$ cat src/rtl/pwm_capture.sv
// PWM input capture: measures period, high time and high-minus-low
// difference of a single asynchronous PWM pin, in clk cycles.
module pwm_capture #(
    parameter int unsigned WIDTH       = 32,
    parameter int unsigned SYNC_STAGES = 2,
    parameter int unsigned TIMEOUT     = 1000000
) (
    input  logic                    clk,
    input  logic                    rst_n,
    input  logic                    pwm_in,
    output logic [WIDTH-1:0]        period,
    output logic [WIDTH-1:0]        high_time,
    output logic signed [WIDTH-1:0] diff,
    output logic                    valid,
    output logic                    timeout,
    output logic                    level
);

    localparam logic [WIDTH-1:0] CNT_MAX = WIDTH'(TIMEOUT);
    localparam logic [WIDTH-1:0] CNT_HIT = WIDTH'(TIMEOUT - 1);
    localparam logic [WIDTH-1:0] CNT_ONE = WIDTH'(1);

    typedef enum logic [1:0] {
        IDLE,
        WAIT_FALL,
        WAIT_RISE
    } state_e;

    state_e                  state_q, state_d;
    logic [SYNC_STAGES-1:0]  sync_q, sync_d;
    logic                    s_d_q, s_d_d;
    logic [WIDTH-1:0]        cnt_q, cnt_d;
    logic [WIDTH-1:0]        hi_lat_q, hi_lat_d;
    logic [WIDTH-1:0]        period_q, period_d;
    logic [WIDTH-1:0]        high_q, high_d;
    logic [WIDTH-1:0]        diff_q, diff_d;
    logic                    valid_q, valid_d;
    logic                    timeout_q, timeout_d;

    logic s;
    logic rise;
    logic fall;
    logic to_hit;

    assign s      = sync_q[SYNC_STAGES-1];
    assign rise   = s & ~s_d_q;
    assign fall   = ~s & s_d_q;
    assign to_hit = (cnt_q == CNT_HIT) && !rise && !fall;

    always_comb begin
        sync_d    = {sync_q[SYNC_STAGES-2:0], pwm_in};
        s_d_d     = s;
        state_d   = state_q;
        hi_lat_d  = hi_lat_q;
        period_d  = period_q;
        high_d    = high_q;
        diff_d    = diff_q;
        valid_d   = 1'b0;
        timeout_d = timeout_q;

        // Counter restarts at 1 on each rise and saturates instead of wrapping.
        if (rise) begin
            cnt_d = CNT_ONE;
        end else if (cnt_q < CNT_MAX) begin
            cnt_d = cnt_q + CNT_ONE;
        end else begin
            cnt_d = CNT_MAX;
        end

        if (fall) begin
            hi_lat_d = cnt_q;
        end

        unique case (state_q)
            IDLE: begin
                if (rise) begin
                    state_d = WAIT_FALL;
                end
            end
            WAIT_FALL: begin
                if (fall) begin
                    state_d = WAIT_RISE;
                end
            end
            WAIT_RISE: begin
                if (rise) begin
                    state_d   = WAIT_FALL;
                    period_d  = cnt_q;
                    high_d    = hi_lat_q;
                    diff_d    = {hi_lat_q[WIDTH-2:0], 1'b0} - cnt_q;
                    valid_d   = 1'b1;
                    timeout_d = 1'b0;
                end
            end
            default: begin
                state_d = IDLE;
            end
        endcase

        // A static input forces the block back to a known, cleared state.
        if (to_hit) begin
            state_d   = IDLE;
            period_d  = '0;
            high_d    = '0;
            diff_d    = '0;
            timeout_d = 1'b1;
        end
    end

    always_ff @(posedge clk or negedge rst_n) begin
        if (!rst_n) begin
            state_q   <= IDLE;
            sync_q    <= '0;
            s_d_q     <= 1'b0;
            cnt_q     <= '0;
            hi_lat_q  <= '0;
            period_q  <= '0;
            high_q    <= '0;
            diff_q    <= '0;
            valid_q   <= 1'b0;
            timeout_q <= 1'b1;
        end else begin
            state_q   <= state_d;
            sync_q    <= sync_d;
            s_d_q     <= s_d_d;
            cnt_q     <= cnt_d;
            hi_lat_q  <= hi_lat_d;
            period_q  <= period_d;
            high_q    <= high_d;
            diff_q    <= diff_d;
            valid_q   <= valid_d;
            timeout_q <= timeout_d;
        end
    end

    assign period    = period_q;
    assign high_time = high_q;
    assign diff      = diff_q;
    assign valid     = valid_q;
    assign timeout   = timeout_q;
    assign level     = s;

endmodule
$ cat config.mk
export PLATFORM = sky130hd
export DESIGN_NAME = pwm_capture
export DESIGN_NICKNAME = d
export VERILOG_FILES = /design/src/rtl/pwm_capture.sv
export SDC_FILE = /design/constraint.sdc
export NUM_CORES = 1
export LEC_CHECK = 0
export CAP_MARGIN = 20
export CORE_MARGIN = 2
export CORE_UTILIZATION = 50
export DETAILED_ROUTE_END_ITERATION = 8
export PLACE_DENSITY = 0.75
export SETUP_SLACK_MARGIN = 0.02
export SKIP_LAST_GASP = 1
export SLEW_MARGIN = 15
export SYNTH_ARGS = -nofsm -noshare
export SYNTH_HDL_FRONTEND = slang
export SYNTH_SLANG_ARGS = --single-unit
$ cat constraint.sdc
create_clock -name clk -period 2.47 [get_ports clk]
set_clock_uncertainty 0.15 [all_clocks]
set_input_delay 0.3705 -clock clk [delete_from_list [all_inputs] [get_ports clk]]
set_output_delay 0.3705 -clock clk [all_outputs]
set_load 0.02 [all_outputs]
## Yosys cells after proc, flatten, opt, wreduce, memory -nomap -nowiden

Index checks and enable logic that the tools add are counted.

- Flip-flop bits (word level): 167
- Logic and storage cells: 52

- Add/subtract/negate cells: 2
- Order comparisons: 1
- Eq/ne operators: 5
- Muxes and demuxes: 20
- Bitwise logic cells: 4
- Reduce and logical (&&, ||, !) cells: 10

Operators by type and width:

| cell | number |
|---|---|
| 32-bit two-way mux | 11 |
| 32-bit by 1-bit adder with 32-bit output, second input constant | 1 |
| 32-bit by 20-bit == test with 1-bit output, second input constant | 1 |
| 32-bit by 20-bit less-than comparator with 1-bit output, second input constant | 1 |
| 32-bit subtractor | 1 |
| 2-bit two-way mux | 3 |
| 1-bit two-way mux | 5 |
| 2-bit one-hot mux with 2 select lines | 1 |
| 2-bit AND reduction | 2 |
| 2-bit nonzero test | 2 |
| 3-bit by 1-bit inequality test with 1-bit output, second input constant | 1 |
| 3-bit inequality test, second input constant | 1 |
| 1-bit bitwise AND | 2 |
| 2-bit by 1-bit == test with 1-bit output, second input constant | 1 |
| 2-bit == test, second input constant | 1 |
| 1-bit logical AND | 2 |
| 1-bit logical NOT | 2 |
| 2-bit logical NOT | 1 |
| 1-bit inverter | 2 |
| 2-bit OR reduction | 1 |

## Logic depth before layout (Yosys ltp)

Gate-level depths: netlist (run 1).

- Depth after elaboration: 7
- Depth in mapped cells: 10

## Least setup slack after synthesis (run 1)

Ideal clock, no wire load.

- Kind: register -> register
- Start point: register cnt_q[1]
- End point: register diff_q[30] (netlist: diff[30])
- Library setup time: 135 ps
- Data arrival time: 2341 ps
- Setup slack: -157 ps
- Stages on the path, launching flop included: 10
- Buffers on the path: 0
- Cells stage by stage: dfrtp_1 -> inv_1 -> fa_1 -> a21o_1 -> a221oi_2 -> o31a_1 -> a31oi_4 -> a2111oi_4 -> xnor2_1 -> o21ai_0

- Cells in the longest elaborated chain, start to end: 5
- Elaborated cells between the ends (all ways): 10

RTL lines:

| item | RTL line | source |
|---|---|---|
| from (decl) | 32 | `logic [WIDTH-1:0] cnt_q, cnt_d;` |
| from (signal assigned) | 126 | `cnt_q <= cnt_d;` |
| branches (longest 5 deep; another with 32-bit subtractor) | -- |  |
| to (signal assigned) | 130 | `diff_q <= diff_d;` |
| to (decl) | 36 | `logic [WIDTH-1:0] diff_q, diff_d;` |

Parallel ways; which one is timed is not known. The select of a mux whose other input is x is not followed.
A chain may end at the register's enable or synchronous reset.

## Worst setup path after layout (run 1)

- Start point: register cnt_q[7]
- End point: register diff_q[26] (netlist: diff[26])

The elaborated chain is that of the path after synthesis.

==> results of run 1 <==
-- state kept, by name (all words and copies together) (netlist names) --
name / cells
cnt_q: 32
valid: 1
s_d_q: 1
sync_q: 2
diff: 31
state_q: 2
timeout: 1
high_time: 32
hi_lat_q: 32
period: 32
-- synth_stat cells, types with 4 or more instances --
cell / number / area share (%)
sky130_fd_sc_hd__o21ai_0: 102 / 6.3
sky130_fd_sc_hd__nor2_1: 35 / 1.6
sky130_fd_sc_hd__o31ai_1: 5 / 0.47
sky130_fd_sc_hd__o22ai_1: 36 / 2.8
sky130_fd_sc_hd__or4_1: 4 / 0.37
sky130_fd_sc_hd__inv_1: 36 / 1.7
sky130_fd_sc_hd__nor4_1: 4 / 0.31
sky130_fd_sc_hd__nor3_1: 9 / 0.56
sky130_fd_sc_hd__buf_2: 6 / 0.37
sky130_fd_sc_hd__or3_1: 5 / 0.39
sky130_fd_sc_hd__xor2_1: 12 / 1.3
sky130_fd_sc_hd__a211oi_1: 5 / 0.47
sky130_fd_sc_hd__nand4_1: 11 / 0.85
sky130_fd_sc_hd__o21bai_1: 4 / 0.37
sky130_fd_sc_hd__nand3_1: 20 / 1.2
sky130_fd_sc_hd__xnor2_1: 30 / 3.3
sky130_fd_sc_hd__nand2_1: 184 / 8.6
sky130_fd_sc_hd__clkbuf_1: 35 / 1.6
sky130_fd_sc_hd__dfrtp_1: 165 / 51
sky130_fd_sc_hd__a21o_1: 14 / 1.3
sky130_fd_sc_hd__nand2b_1: 6 / 0.47
sky130_fd_sc_hd__ha_1: 31 / 4.8
sky130_fd_sc_hd__and3_1: 6 / 0.47
sky130_fd_sc_hd__a21oi_1: 45 / 2.8
-- power breakdown --
group          switching (mW)  total (mW)  internal, mW
combinational            1.76        3.34          1.58
sequential              0.388        3.71          3.32
clock                    1.10        2.64          1.54
total                    3.25        9.69          6.44
-- path summary, 6_finish.rpt --
path,endpoint,slack (ns),startpoint
setup / recovery,diff[26],-0.09,cnt_q[7]
max in group asynchronous,diff[31],1.11,rst_n
setup reg to reg,diff[26],-0.09,cnt_q[7]
min in group asynchronous,period[6],0.34,rst_n
hold / removal,sync_q[1],0.20,sync_q[0]
hold reg to reg,sync_q[1],0.20,sync_q[0]
-- critical path, cell delays in order, from the launching register on --
cell and delay (ns):
sky130_fd_sc_hd__dfrtp_1 0.36, sky130_fd_sc_hd__inv_1 0.09, sky130_fd_sc_hd__ha_4 0.28, sky130_fd_sc_hd__nand4_1 0.21, sky130_fd_sc_hd__or2_4 0.31, sky130_fd_sc_hd__o31a_1 0.33
sky130_fd_sc_hd__nand2_1 0.19, sky130_fd_sc_hd__a41oi_2 0.15, sky130_fd_sc_hd__xor2_1 0.24, sky130_fd_sc_hd__o21ai_0 0.10
-- metrics by stage --
| stage | setup TNS [ns] | util (%) |
|---|---|---|
| after floorplan | -0.00769 | - |
| after global placement | -0.142 | 63.9 |
| after detailed placement | -0.432 | 63.9 |
| after CTS | -0.163 | 68.3 |
| after global routing | -2.18 | 71.3 |
| final | -0.316 | 71.3 |
-- cell usage in the layout (no fill, tap or decap), types with 4 or more instances in the layout --
cell	count
sky130_fd_sc_hd__or3_1	4
sky130_fd_sc_hd__a21oi_4	4
sky130_fd_sc_hd__a21oi_2	8
sky130_fd_sc_hd__and3_1	6
sky130_fd_sc_hd__xor2_1	11
sky130_fd_sc_hd__o21ai_0	95
sky130_fd_sc_hd__nor3_1	9
sky130_fd_sc_hd__ha_4	15
sky130_fd_sc_hd__nand3_1	20
sky130_fd_sc_hd__a21o_1	14
sky130_fd_sc_hd__xnor2_1	30
sky130_fd_sc_hd__nor2_1	32
sky130_fd_sc_hd__o22ai_1	36
sky130_fd_sc_hd__nor2_2	5
sky130_fd_sc_hd__inv_2	6
sky130_fd_sc_hd__clkbuf_16	19
sky130_fd_sc_hd__buf_12	5
sky130_fd_sc_hd__dfrtp_1	165
sky130_fd_sc_hd__o21ai_1	6
sky130_fd_sc_hd__conb_1	12
sky130_fd_sc_hd__a21oi_1	35
sky130_fd_sc_hd__nand4_1	11
sky130_fd_sc_hd__nand2b_1	5
sky130_fd_sc_hd__inv_1	30
sky130_fd_sc_hd__ha_1	16
sky130_fd_sc_hd__buf_4	118
sky130_fd_sc_hd__clkinv_2	4
sky130_fd_sc_hd__a211oi_1	4
sky130_fd_sc_hd__nand2_1	182
sky130_fd_sc_hd__clkdlybuf4s50_1	100
-- cell families (layout without fill, tap and decap cells) --
logic type / Yosys count / count (layout) / share of synthesized area [%]
and+or+nand+nor: 296 / 297 / 16.1
AOI/OAI and AO/OA: 240 / 240 / 18.0
DFF: 166 / 166 / 51.5
buffers and inverters: 85 / 297 / 4.30
xor gates and xnor gates: 42 / 42 / 4.56
adders and majority gates: 32 / 32 / 5.06
muxes: 3 / 3 / 0.388
other: 1 / 12 / 0.0465
-- final cells by class --
| type | count | area (um2) | share of cell area [%] |
|---|---|---|---|
| Inverter | 37 | 139 | 1.23 |
| Sequential cell | 166 | 4160 | 36.8 |
| Clock inverter | 12 | 129 | 1.14 |
| Tap cell | 216 | 270 | 2.40 |
| Clock buffer | 20 | 457 | 4.05 |
| Multi-Input combinational cell | 626 | 4060 | 36.0 |
| Timing Repair Buffer | 228 | 2070 | 18.3 |
-- per-layer routing --
metal / GRT usage (%) / vias up
met3: 4.72 / 34
met2: 38.9 / 231
met4: 8.32 / 0
met5: 0 / -
li1: - / 3417
met1: 39.2 / 3534
-- timing repair --
item | in CTS | in global routing
setup endpoints to repair | 13 | 79
cloned | 0 | 3
setup buffers | 5 | 14
hold buffers | 1 | 0
gates resized for setup | 16 | 50
hold endpoints to repair | 56 | 0
pin swaps | 8 | 11
==> results.rst, run 1 <==
.. list-table::
   :header-rows: 1

   * - Metric
     - Value
   * - Run status
     - finished, violations left
   * - Violated checks
     - setup timing
   * - Final count of pins violating max slew
     - 0
   * - Fillcell total
     - 1141
   * - Routed length on met3
     - 1.39 mm
   * - Leakage dissipation
     - 4.95 nW
   * - Via-to-Cell Ratio
     - 5.53
   * - Uppermost layer routed
     - met4
   * - Depth of the worst register-to-register path
     - 9
   * - Maximum vdd ir drop
     - 0.000599 V
   * - Time the final worst path needs with I/O delays and setup
     - 2.56 ns
   * - Final HPWL from detailed placement
     - 14.9 mm
   * - Register bit count reported by yosys
     - 166
   * - Async S/R FF share, synth
     - 100%
   * - Detail Route Antenna Nets
     - 0
   * - Detailed Routing Iterations Pass 1
     - 6
   * - Maximum achievable frequency
     - 391 MHz
   * - Crit path max fanout
     - 4
   * - Post-Syn Area per Cell
     - 9.32 um2
   * - Number of buffers between clock root and the deepest sink
     - 2
   * - Number of I/O port buffers
     - 101
   * - Worst hold path cell count
     - 0
   * - Final Worst Setup Slack
     - -0.0870 ns
   * - Area growth from synthesis to layout
     - 39.9%
   * - Count of non-filler cells in the finished layout
     - 1305
   * - Element type at the critical path start
     - flop
   * - WHS
     - 0.198 ns
   * - Capturing element type of the critical path
     - flop
   * - Leftover overflow at the end of global routing
     - 0
   * - Number of inserted diodes
     - 0
   * - Cell Area, Synth
     - 0.00806 mm2
   * - Clk Latency, worst-skew pair
     - 0.44 ns
   * - Number of violations reported at the end of detailed-routing iteration 0
     - 581
   * - Die Footprint
     - 0.0172 mm2
   * - Post-route cell area
     - 0.0113 mm2
   * - Total routing resource utilization after global routing
     - 26.2%
   * - Placed insts
     - 1250
   * - Num rows
     - 46
   * - Metal2 WL
     - 10.3 mm
   * - Metal-1 WL
     - 10.7 mm
   * - Effective utilization at floorplan
     - 50.9%
   * - Period utilization
     - 104%
   * - Worst Setup Path Type
     - reg -> reg
   * - Main synth FF type
     - sky130_fd_sc_hd__dfrtp_1
   * - Core area
     - 0.0158 mm2
   * - Number of I/O pins
     - 102
   * - Classification of the worst-slack hold path
     - reg -> reg
   * - Total detailed-routing wirelength
     - 22.8 mm
   * - Antenna violations before repair
     - 0
   * - Number of failing hold endpoints at the final stage
     - 0
   * - Number of design rule violations left after detail routing
     - 0
   * - Largest net degree at the start of global routing
     - 132
   * - CTS HTree Levels
     - 4
   * - Synthesized instance count
     - 865
   * - Vias in the first global route
     - 6770
   * - CP required
     - 2.62 ns
   * - Unique masters post-synth
     - 61
   * - Total Nets Final
     - 1111
   * - Data arrival time of the critical path
     - 2.70 ns
   * - Global-route wire length before repair
     - 34.8 mm
   * - Number of buffers inserted during clock tree synthesis
     - 17
   * - Total setup violations reported at the end of the flow
     - 8
   * - Count of synthesis-stage warnings from yosys
     - 0
   * - RSZ-0062 raised after global routing
     - true
   * - Cell area after placement
     - 0.0101 mm2
   * - Die Span Y
     - 131 um
   * - CTS Root Cell
     - sky130_fd_sc_hd__clkbuf_16
   * - Total via count in the routed design
     - 7216
   * - Post-placement worst setup slack
     - -0.115 ns
   * - Count of flip-flops with a built-in enable after synthesis
     - 0
   * - Final total power
     - 9.69 mW
   * - Total number of clock tree sinks
     - 166
   * - Clock slew seen by the registers of the worst setup and hold paths
     - 0.07 ns
   * - DR WL/cell
     - 17.5 um
   * - Seq/Total Area, Yosys
     - 51.5%
   * - Overall die width
     - 131 um
   * - PD cells
     - 859 mW/mm2
   * - Ratio of cells with drive above 1 in the final layout
     - 21.0%
   * - CTS tree
     - built
   * - Tightest Pin Transition
     - 0.629 ns
   * - Placer congestion estimate
     - 0.930
   * - Max-Slew Margin vs Limit
     - 58.0%
   * - Max-capacitance violation count
     - 0
(Power assumes the default switching activity.)
==> run 2, diff against run 1 <==
- SLEW_MARGIN: 15 -> 20
==> results of run 2 <==
No change in the layout: final DEF, timing and power equal those of run 1.
